===== src/rtl/hi_iso14443a_pkg.sv =====
// Shared ISO 14443 Type A definitions for the reader-side HF blocks:
// bit timing at fc/128, Modified Miller symbol codes and FSM state codes.
package hi_iso14443a_pkg;

  // One bit period is 128 carrier cycles (106 kbit/s); half a bit is 64.
  localparam int BIT_PERIOD = 128;
  localparam int HALF_BIT   = 64;
  localparam int CNT_W      = 7;

  // Modified Miller symbols. Y carries no pause, Z pauses at the start of
  // the bit period, X pauses at the middle.
  typedef enum logic [1:0] {
    SYM_Y = 2'd0,
    SYM_X = 2'd1,
    SYM_Z = 2'd2
  } sym_t;

  // Framing states, shared with the reader-RX decoder.
  localparam logic [1:0] ST_IDLE = 2'd0;
  localparam logic [1:0] ST_DATA = 2'd1;
  localparam logic [1:0] ST_EOF  = 2'd2;

  // Modified Miller rule: a one is always X; a zero is Y straight after a
  // one and Z otherwise.
  function automatic sym_t miller_sym(input logic bit_val, input logic prev_one);
    if (bit_val) begin
      return SYM_X;
    end
    return prev_one ? SYM_Y : SYM_Z;
  endfunction

endpackage


===== src/rtl/miller_symbol_gen.sv =====
// Bit-period timebase and pause generator. Holds the free-running fc/128
// counter, the symbol for the current period and the registered pause.
module miller_symbol_gen
  import hi_iso14443a_pkg::*;
#(
  // Pause width in carrier cycles; legal range 16..60.
  parameter int PAUSE_LEN = 32
) (
  input  logic ck_1356meg,
  input  logic rst_n,
  input  sym_t sym_next,   // symbol for the next period, taken at a boundary
  output logic cnt_msb,    // cnt[6], high in the second half of the period
  output logic boundary,   // last cycle of the bit period (cnt == 127)
  output logic pause_q     // registered pause, lags cnt by one cycle
);

  localparam logic [CNT_W-1:0] CNT_LAST = CNT_W'(BIT_PERIOD - 1);
  localparam logic [CNT_W-1:0] Z_END    = CNT_W'(PAUSE_LEN);
  localparam logic [CNT_W-1:0] X_START  = CNT_W'(HALF_BIT);
  localparam logic [CNT_W-1:0] X_END    = CNT_W'(HALF_BIT + PAUSE_LEN);

  logic [CNT_W-1:0] cnt;
  sym_t             sym;
  logic             pause_d;

  assign boundary = (cnt == CNT_LAST);
  assign cnt_msb  = cnt[CNT_W-1];

  // Free-running period counter; wraps 127 -> 0 and never stops.
  // NOTE: state is updated with non-blocking assignments so every flop
  // samples the pre-edge values, independent of block ordering.
  always_ff @(posedge ck_1356meg or negedge rst_n) begin
    if (!rst_n) begin
      cnt <= '0;
    end else begin
      cnt <= cnt + CNT_W'(1);
    end
  end

  // Symbol register; the new symbol covers the period that follows.
  always_ff @(posedge ck_1356meg or negedge rst_n) begin
    if (!rst_n) begin
      sym <= SYM_Y;
    end else if (boundary) begin
      sym <= sym_next;
    end
  end

  // Pause window decode from the position within the period.
  // NOTE: pause_d gets a default before the case so no path leaves it
  // unassigned, which would otherwise infer a latch.
  always_comb begin
    pause_d = 1'b0;
    case (sym)
      SYM_Z:   pause_d = (cnt < Z_END);
      SYM_X:   pause_d = (cnt >= X_START) && (cnt < X_END);
      default: pause_d = 1'b0;
    endcase
  end

  // Registered pause, so the antenna gate is glitch-free; reset clears it
  // immediately and the carrier resumes.
  always_ff @(posedge ck_1356meg or negedge rst_n) begin
    if (!rst_n) begin
      pause_q <= 1'b0;
    end else begin
      pause_q <= pause_d;
    end
  end

endmodule


===== src/rtl/hi_reader_miller_tx.sv =====
// Reader-side ISO 14443 Type A transmitter. Takes the reader-to-tag
// bitstream from the ARM over SSP at fc/128, frames it (SOF, data, EOF)
// as Modified Miller and gates the 13.56 MHz drive for 100% ASK pauses.
module hi_reader_miller_tx
  import hi_iso14443a_pkg::*;
#(
  // Pause width in carrier cycles (32 = 2.36 us); legal range 16..60.
  parameter int PAUSE_LEN = 32
) (
  input  logic ck_1356meg,
  input  logic rst_n,
  input  logic ck_1356megb,
  input  logic tx_en,
  input  logic ssp_dout,
  output logic ssp_clk,
  output logic ssp_frame,
  output logic ssp_din,
  output logic pwr_hi,
  output logic pwr_lo,
  output logic pwr_oe1,
  output logic pwr_oe2,
  output logic pwr_oe3,
  output logic pwr_oe4,
  output logic dbg
);

  logic [1:0] state;
  logic [1:0] state_d;
  logic       prev_one;
  logic       prev_one_d;
  logic [2:0] bit_cnt;
  logic [2:0] bit_cnt_d;
  sym_t       sym_next;
  logic       cnt_msb;
  logic       boundary;
  logic       pause_q;

  miller_symbol_gen #(
    .PAUSE_LEN (PAUSE_LEN)
  ) u_symbol_gen (
    .ck_1356meg (ck_1356meg),
    .rst_n      (rst_n),
    .sym_next   (sym_next),
    .cnt_msb    (cnt_msb),
    .boundary   (boundary),
    .pause_q    (pause_q)
  );

  // Framing decisions for the next period; only consumed at a boundary,
  // so tx_en and ssp_dout are effectively sampled once per bit.
  always_comb begin
    state_d    = state;
    prev_one_d = prev_one;
    bit_cnt_d  = bit_cnt;
    sym_next   = SYM_Y;
    case (state)
      ST_IDLE: begin
        if (tx_en) begin
          sym_next   = SYM_Z;          // start of frame
          prev_one_d = 1'b0;
          bit_cnt_d  = 3'd0;
          state_d    = ST_DATA;
        end
      end
      ST_DATA: begin
        if (tx_en) begin
          sym_next   = miller_sym(ssp_dout, prev_one);
          prev_one_d = ssp_dout;
          bit_cnt_d  = bit_cnt + 3'd1;
        end else begin
          sym_next   = miller_sym(1'b0, prev_one);   // end of frame: logic 0
          state_d    = ST_EOF;
        end
      end
      ST_EOF: begin
        state_d = ST_IDLE;             // trailing Y period; tx_en ignored
      end
      default: begin
        state_d = ST_IDLE;
      end
    endcase
  end

  // Framing state advances only at bit-period boundaries.
  always_ff @(posedge ck_1356meg or negedge rst_n) begin
    if (!rst_n) begin
      state    <= ST_IDLE;
      prev_one <= 1'b0;
      bit_cnt  <= 3'd0;
    end else if (boundary) begin
      state    <= state_d;
      prev_one <= prev_one_d;
      bit_cnt  <= bit_cnt_d;
    end
  end

  // SSP towards the ARM: bit clock, byte sync and busy status.
  assign ssp_clk   = ~cnt_msb;
  assign ssp_frame = (bit_cnt == 3'd0) & ~cnt_msb;
  assign ssp_din   = (state != ST_IDLE);

  // Antenna drive: the inverted carrier, blanked during a pause.
  assign pwr_hi  = ck_1356megb & ~pause_q;
  assign pwr_lo  = 1'b0;
  assign pwr_oe1 = 1'b0;
  assign pwr_oe2 = 1'b0;
  assign pwr_oe3 = 1'b0;
  assign pwr_oe4 = 1'b0;
  assign dbg     = pause_q;

endmodule


===== config.mk =====
export PLATFORM = sky130hd
export DESIGN_NAME = hi_reader_miller_tx
export DESIGN_NICKNAME = d
export VERILOG_FILES = /design/src/rtl/hi_iso14443a_pkg.sv /design/src/rtl/miller_symbol_gen.sv /design/src/rtl/hi_reader_miller_tx.sv
export SDC_FILE = /design/constraint.sdc
export NUM_CORES = 1
export LEC_CHECK = 0
export BUFFER_PORTS_ARGS = -buffer_cell sky130_fd_sc_hd__buf_2
export CORE_MARGIN = 2
export CORE_UTILIZATION = 56
export CTS_CLUSTER_DIAMETER = 120
export DETAILED_ROUTE_END_ITERATION = 12
export PLACE_DENSITY = 0.81
export SYNTH_ARGS = -nofsm -noshare
export SYNTH_HDL_FRONTEND = slang
export SYNTH_SLANG_ARGS = --single-unit

===== constraint.sdc =====
create_clock -name ck_1356meg -period 4.45 [get_ports ck_1356meg]
set_input_delay 0.2225 -clock ck_1356meg [delete_from_list [all_inputs] [get_ports ck_1356meg]]
set_output_delay 0.2225 -clock ck_1356meg [all_outputs]
set_load 0.005 [all_outputs]

==> metrics <==
routability cong. 0.809; Int Power 0.000201 W; critical-path maximum fanout 5; power density over cell area 282 nW/µm²; fmax 569 MHz; mean area per synthesized cell 10.8 µm²; routed wire length per instance 12.9 µm; WL final 1340 µm; R2R depth 4; post-synthesis register bit count 16; Reg area 400 µm²; DR vias 571; Slowest-stage cell, CP or4_4; root buffer cell clkbuf_4; critical path arrival 1.95 ns; fillcell total 107; die span in x 42.3 µm; clk sinks 16; Hold Path Class in -> reg; # DRC 0; CTS tree done; vias in the first global route 567; clock power share 0.381; grt total ovfl 0; Syn. warnings 0; IO Pins 15; clock skew 0.00104 ns; die area 1790 µm²; hold path endpoint prev_one$_DFFE_PN0P_; unrepaired setup endpoints after global routing no; Pre-Repair DR Iteration Count 4; P_leak 0.436 nW; port bufs 9; final hold violation count 0; reg2reg setup slack 2.69 ns; Worst Path Buf+Inv 0; final worst-path cycle share 0.395; std cell rows 13; hold path startpoint ssp_dout; peak supply drop 0.169 mV; GRT Overall Usage 0.178; Slew Limit Fails 0; sequential area share after synthesis 0.489; Flop pwr share 0.574; Final HPWL DP 988 µm; crit path cell chain ha_1, nand3_2, or4_4, a211o_1; Worst Path Required 4.64 ns; multi-input logic area 370 µm²; CP endpoint kind flop; final setup fails 0; clock latency at the later pin of the worst-skew pair 0.29 ns; Comb pwr share 0.045; H-tree levels 1; reg2reg start u_symbol_gen.cnt[0]$_DFF_PN0_; CP Class reg -> reg; Reg clk slew, reported paths 0.09 ns; Core Util, Final 0.680; vias per cell 5.49; mapped cell area 820 µm²; CTS buffer count 3; die extent in y 42.3 µm; first-pass GRT wire length 2370 µm; CP Launch Type flop; Initial Util 0.614; hold depth 3; post-layout min period 1.76 ns; ANT nets after route 0; share of layout cells above drive strength 1 0.202; maxcap violations 0; initial antenna violation count 0; worst reg2reg endpoint bit_cnt[2]$_DFFE_PN0P_; Core ar. 1330 µm²; largest net degree at the start of global routing 17; highest cell delay on the worst timing path 0.55 ns; diodes inserted 0; Synth cell types 30; delay-heaviest family, CP simple AND/OR/NAND/NOR gates; net switching power 0.0000550 W; Syn Inst Count 76; Longest Clk Path Bufs 2; initial DRC count 9; nets 100; status finished clean; Layout area overhead 10.7%; Sum Neg Setup Slack 0 ns; Switching Share 0.215
==> Yosys cell counts <==
cell type	number	area share
nand3_1	2	0.012
or2_2	1	0.0076
nand2_1	4	0.018
xnor2_1	4	0.043
a211o_1	1	0.011
nor2b_1	1	0.0076
nand3_2	1	0.012
nor4_1	1	0.0076
xor2_1	1	0.011
nand4b_1	1	0.011
nor2_1	2	0.0092
mux2_2	2	0.027
o21ai_0	5	0.031
buf_4	5	0.046
a21oi_1	1	0.0061
o31ai_1	2	0.018
conb_1	1	0.0046
nor3_1	2	0.012
o41ai_1	1	0.011
o2bb2ai_1	1	0.011
or3_1	1	0.0076
dfrtp_1	16	0.49
or4_4	1	0.014
and3_1	1	0.0076
mux2i_1	2	0.024
inv_1	7	0.032
nand2b_1	1	0.0076
nor3b_1	2	0.018
ha_1	5	0.076
nand4_1	1	0.0076
==> power by group through the flow <==
| stage | clock network, W | logic (W) | registers, W |
|---|---|---|---|
| 2_1_floorplan | 0 | 0.00000769 | 0.000150 |
| 3_3_place_gp | 0 | 0.0000109 | 0.000150 |
| 3_5_place_dp | 0 | 0.0000111 | 0.000150 |
| 4_1_cts | 0.0000995 | 0.0000118 | 0.000147 |
| 5_1_grt | 0.000105 | 0.0000136 | 0.000147 |
| 6_report | 0.0000974 | 0.0000115 | 0.000147 |
==> tightest hold or removal path: cells and delay by family <==
kind / cells / cell delay (ns)
simple gates: 1 / 0.07
buf+inv: 1 / 0.10
compound gates: 1 / 0.10
==> layer usage <==
layer / vias up / global-route usage / routed length, µm
li1: 279 / - / -
met1: 271 / 0.202 / 584
met2: 16 / 0.308 / 664
met3: 5 / 0.0388 / 57
met4: 0 / 0.0938 / 34
met5: - / 0 / 0
==> state kept, by name, indices dropped and copies added (netlist names) <==
signal and cells:
bit_cnt 3, prev_one 1, state 2, u_symbol_gen.cnt 7, u_symbol_gen.pause_q 1, u_symbol_gen.sym 2
==> cell families after synthesis <==
| group | synth area share |
|---|---|
| compound gates | 0.0870 |
| xor+xnor | 0.0534 |
| fa+ha+maj | 0.0763 |
| buf+inv | 0.0779 |
| flops | 0.489 |
| mux | 0.0519 |
| other cells | 0.00458 |
| simple gates | 0.160 |
==> placed cells by master (no fill, tap or decap) <==
| cell | synthesis | routed |
|---|---|---|
| nor3_1 | 2 | 2 |
| buf_2 | 0 | 9 |
| o41ai_1 | 1 | 1 |
| o21ai_0 | 5 | 5 |
| dlygate4sd3_1 | 0 | 1 |
| nand3_1 | 2 | 2 |
| xnor2_1 | 4 | 4 |
| nand4b_1 | 1 | 1 |
| a21oi_1 | 1 | 1 |
| o2bb2ai_1 | 1 | 1 |
| nor3b_1 | 2 | 2 |
| and3_1 | 1 | 1 |
| xor2_1 | 1 | 1 |
| conb_1 | 1 | 5 |
| mux2_2 | 2 | 2 |
| nor2b_1 | 1 | 1 |
| ha_1 | 5 | 5 |
| clkbuf_4 | 0 | 3 |
| nor2_1 | 2 | 2 |
| nand3_2 | 1 | 1 |
| o31ai_1 | 2 | 2 |
| or2_2 | 1 | 1 |
| mux2i_1 | 2 | 2 |
| nor4_1 | 1 | 1 |
| clkbuf_8 | 0 | 1 |
| dfrtp_1 | 16 | 16 |
| a211o_1 | 1 | 1 |
| nand4_1 | 1 | 1 |
| or3_1 | 1 | 1 |
| or4_4 | 1 | 1 |
| inv_1 | 7 | 7 |
| nand2b_1 | 1 | 1 |
| nand2_1 | 4 | 4 |
==> repair_timing <==
| item | in CTS | in global routing |
|---|---|---|
| hold buffers | 1 | 0 |
| gates resized for setup | 0 | 0 |
| hold endpoints to repair | 16 | 0 |
| setup buffers | 0 | 0 |
==> final cells by class <==
class / instances / area share
Sequential cell: 16 / 0.441
Tap cell: 15 / 0.0207
Clock buffer: 4 / 0.0400
Timing Repair Buffer: 10 / 0.0607
Inverter: 7 / 0.0290
Multi-Input combinational cell: 52 / 0.408
==> per-stage QoR <==
stage	total power (W)	area [µm²]	setup slack (ns)	std cells	hold slack, ns
2_1_floorplan	0.000157	835	2.82	80	-0.0731
6_report	0.000256	907	2.69	104	0.255
3_3_place_gp	0.000161	861	2.80	99	0.147
4_1_cts	0.000258	907	2.67	104	0.249
3_5_place_dp	0.000161	861	2.69	99	0.153
5_1_grt	0.000266	907	2.59	104	0.274
==> worst max path at each step <==
stage	startpoint	end	slack [ns]	cells past startpoint
2_1_floorplan	u_symbol_gen.cnt[0]$_DFF_PN0_	bit_cnt[2]$_DFFE_PN0P_	2.82	4
3_3_place_gp	u_symbol_gen.cnt[0]$_DFF_PN0_	bit_cnt[2]$_DFFE_PN0P_	2.80	4
3_5_place_dp	u_symbol_gen.cnt[0]$_DFF_PN0_	bit_cnt[2]$_DFFE_PN0P_	2.69	4
4_1_cts	u_symbol_gen.cnt[0]$_DFF_PN0_	bit_cnt[2]$_DFFE_PN0P_	2.67	4
5_1_grt	u_symbol_gen.cnt[0]$_DFF_PN0_	bit_cnt[2]$_DFFE_PN0P_	2.59	4
6_report	u_symbol_gen.cnt[0]$_DFF_PN0_	bit_cnt[2]$_DFFE_PN0P_	2.69	4
(Power assumes the default switching activity.)
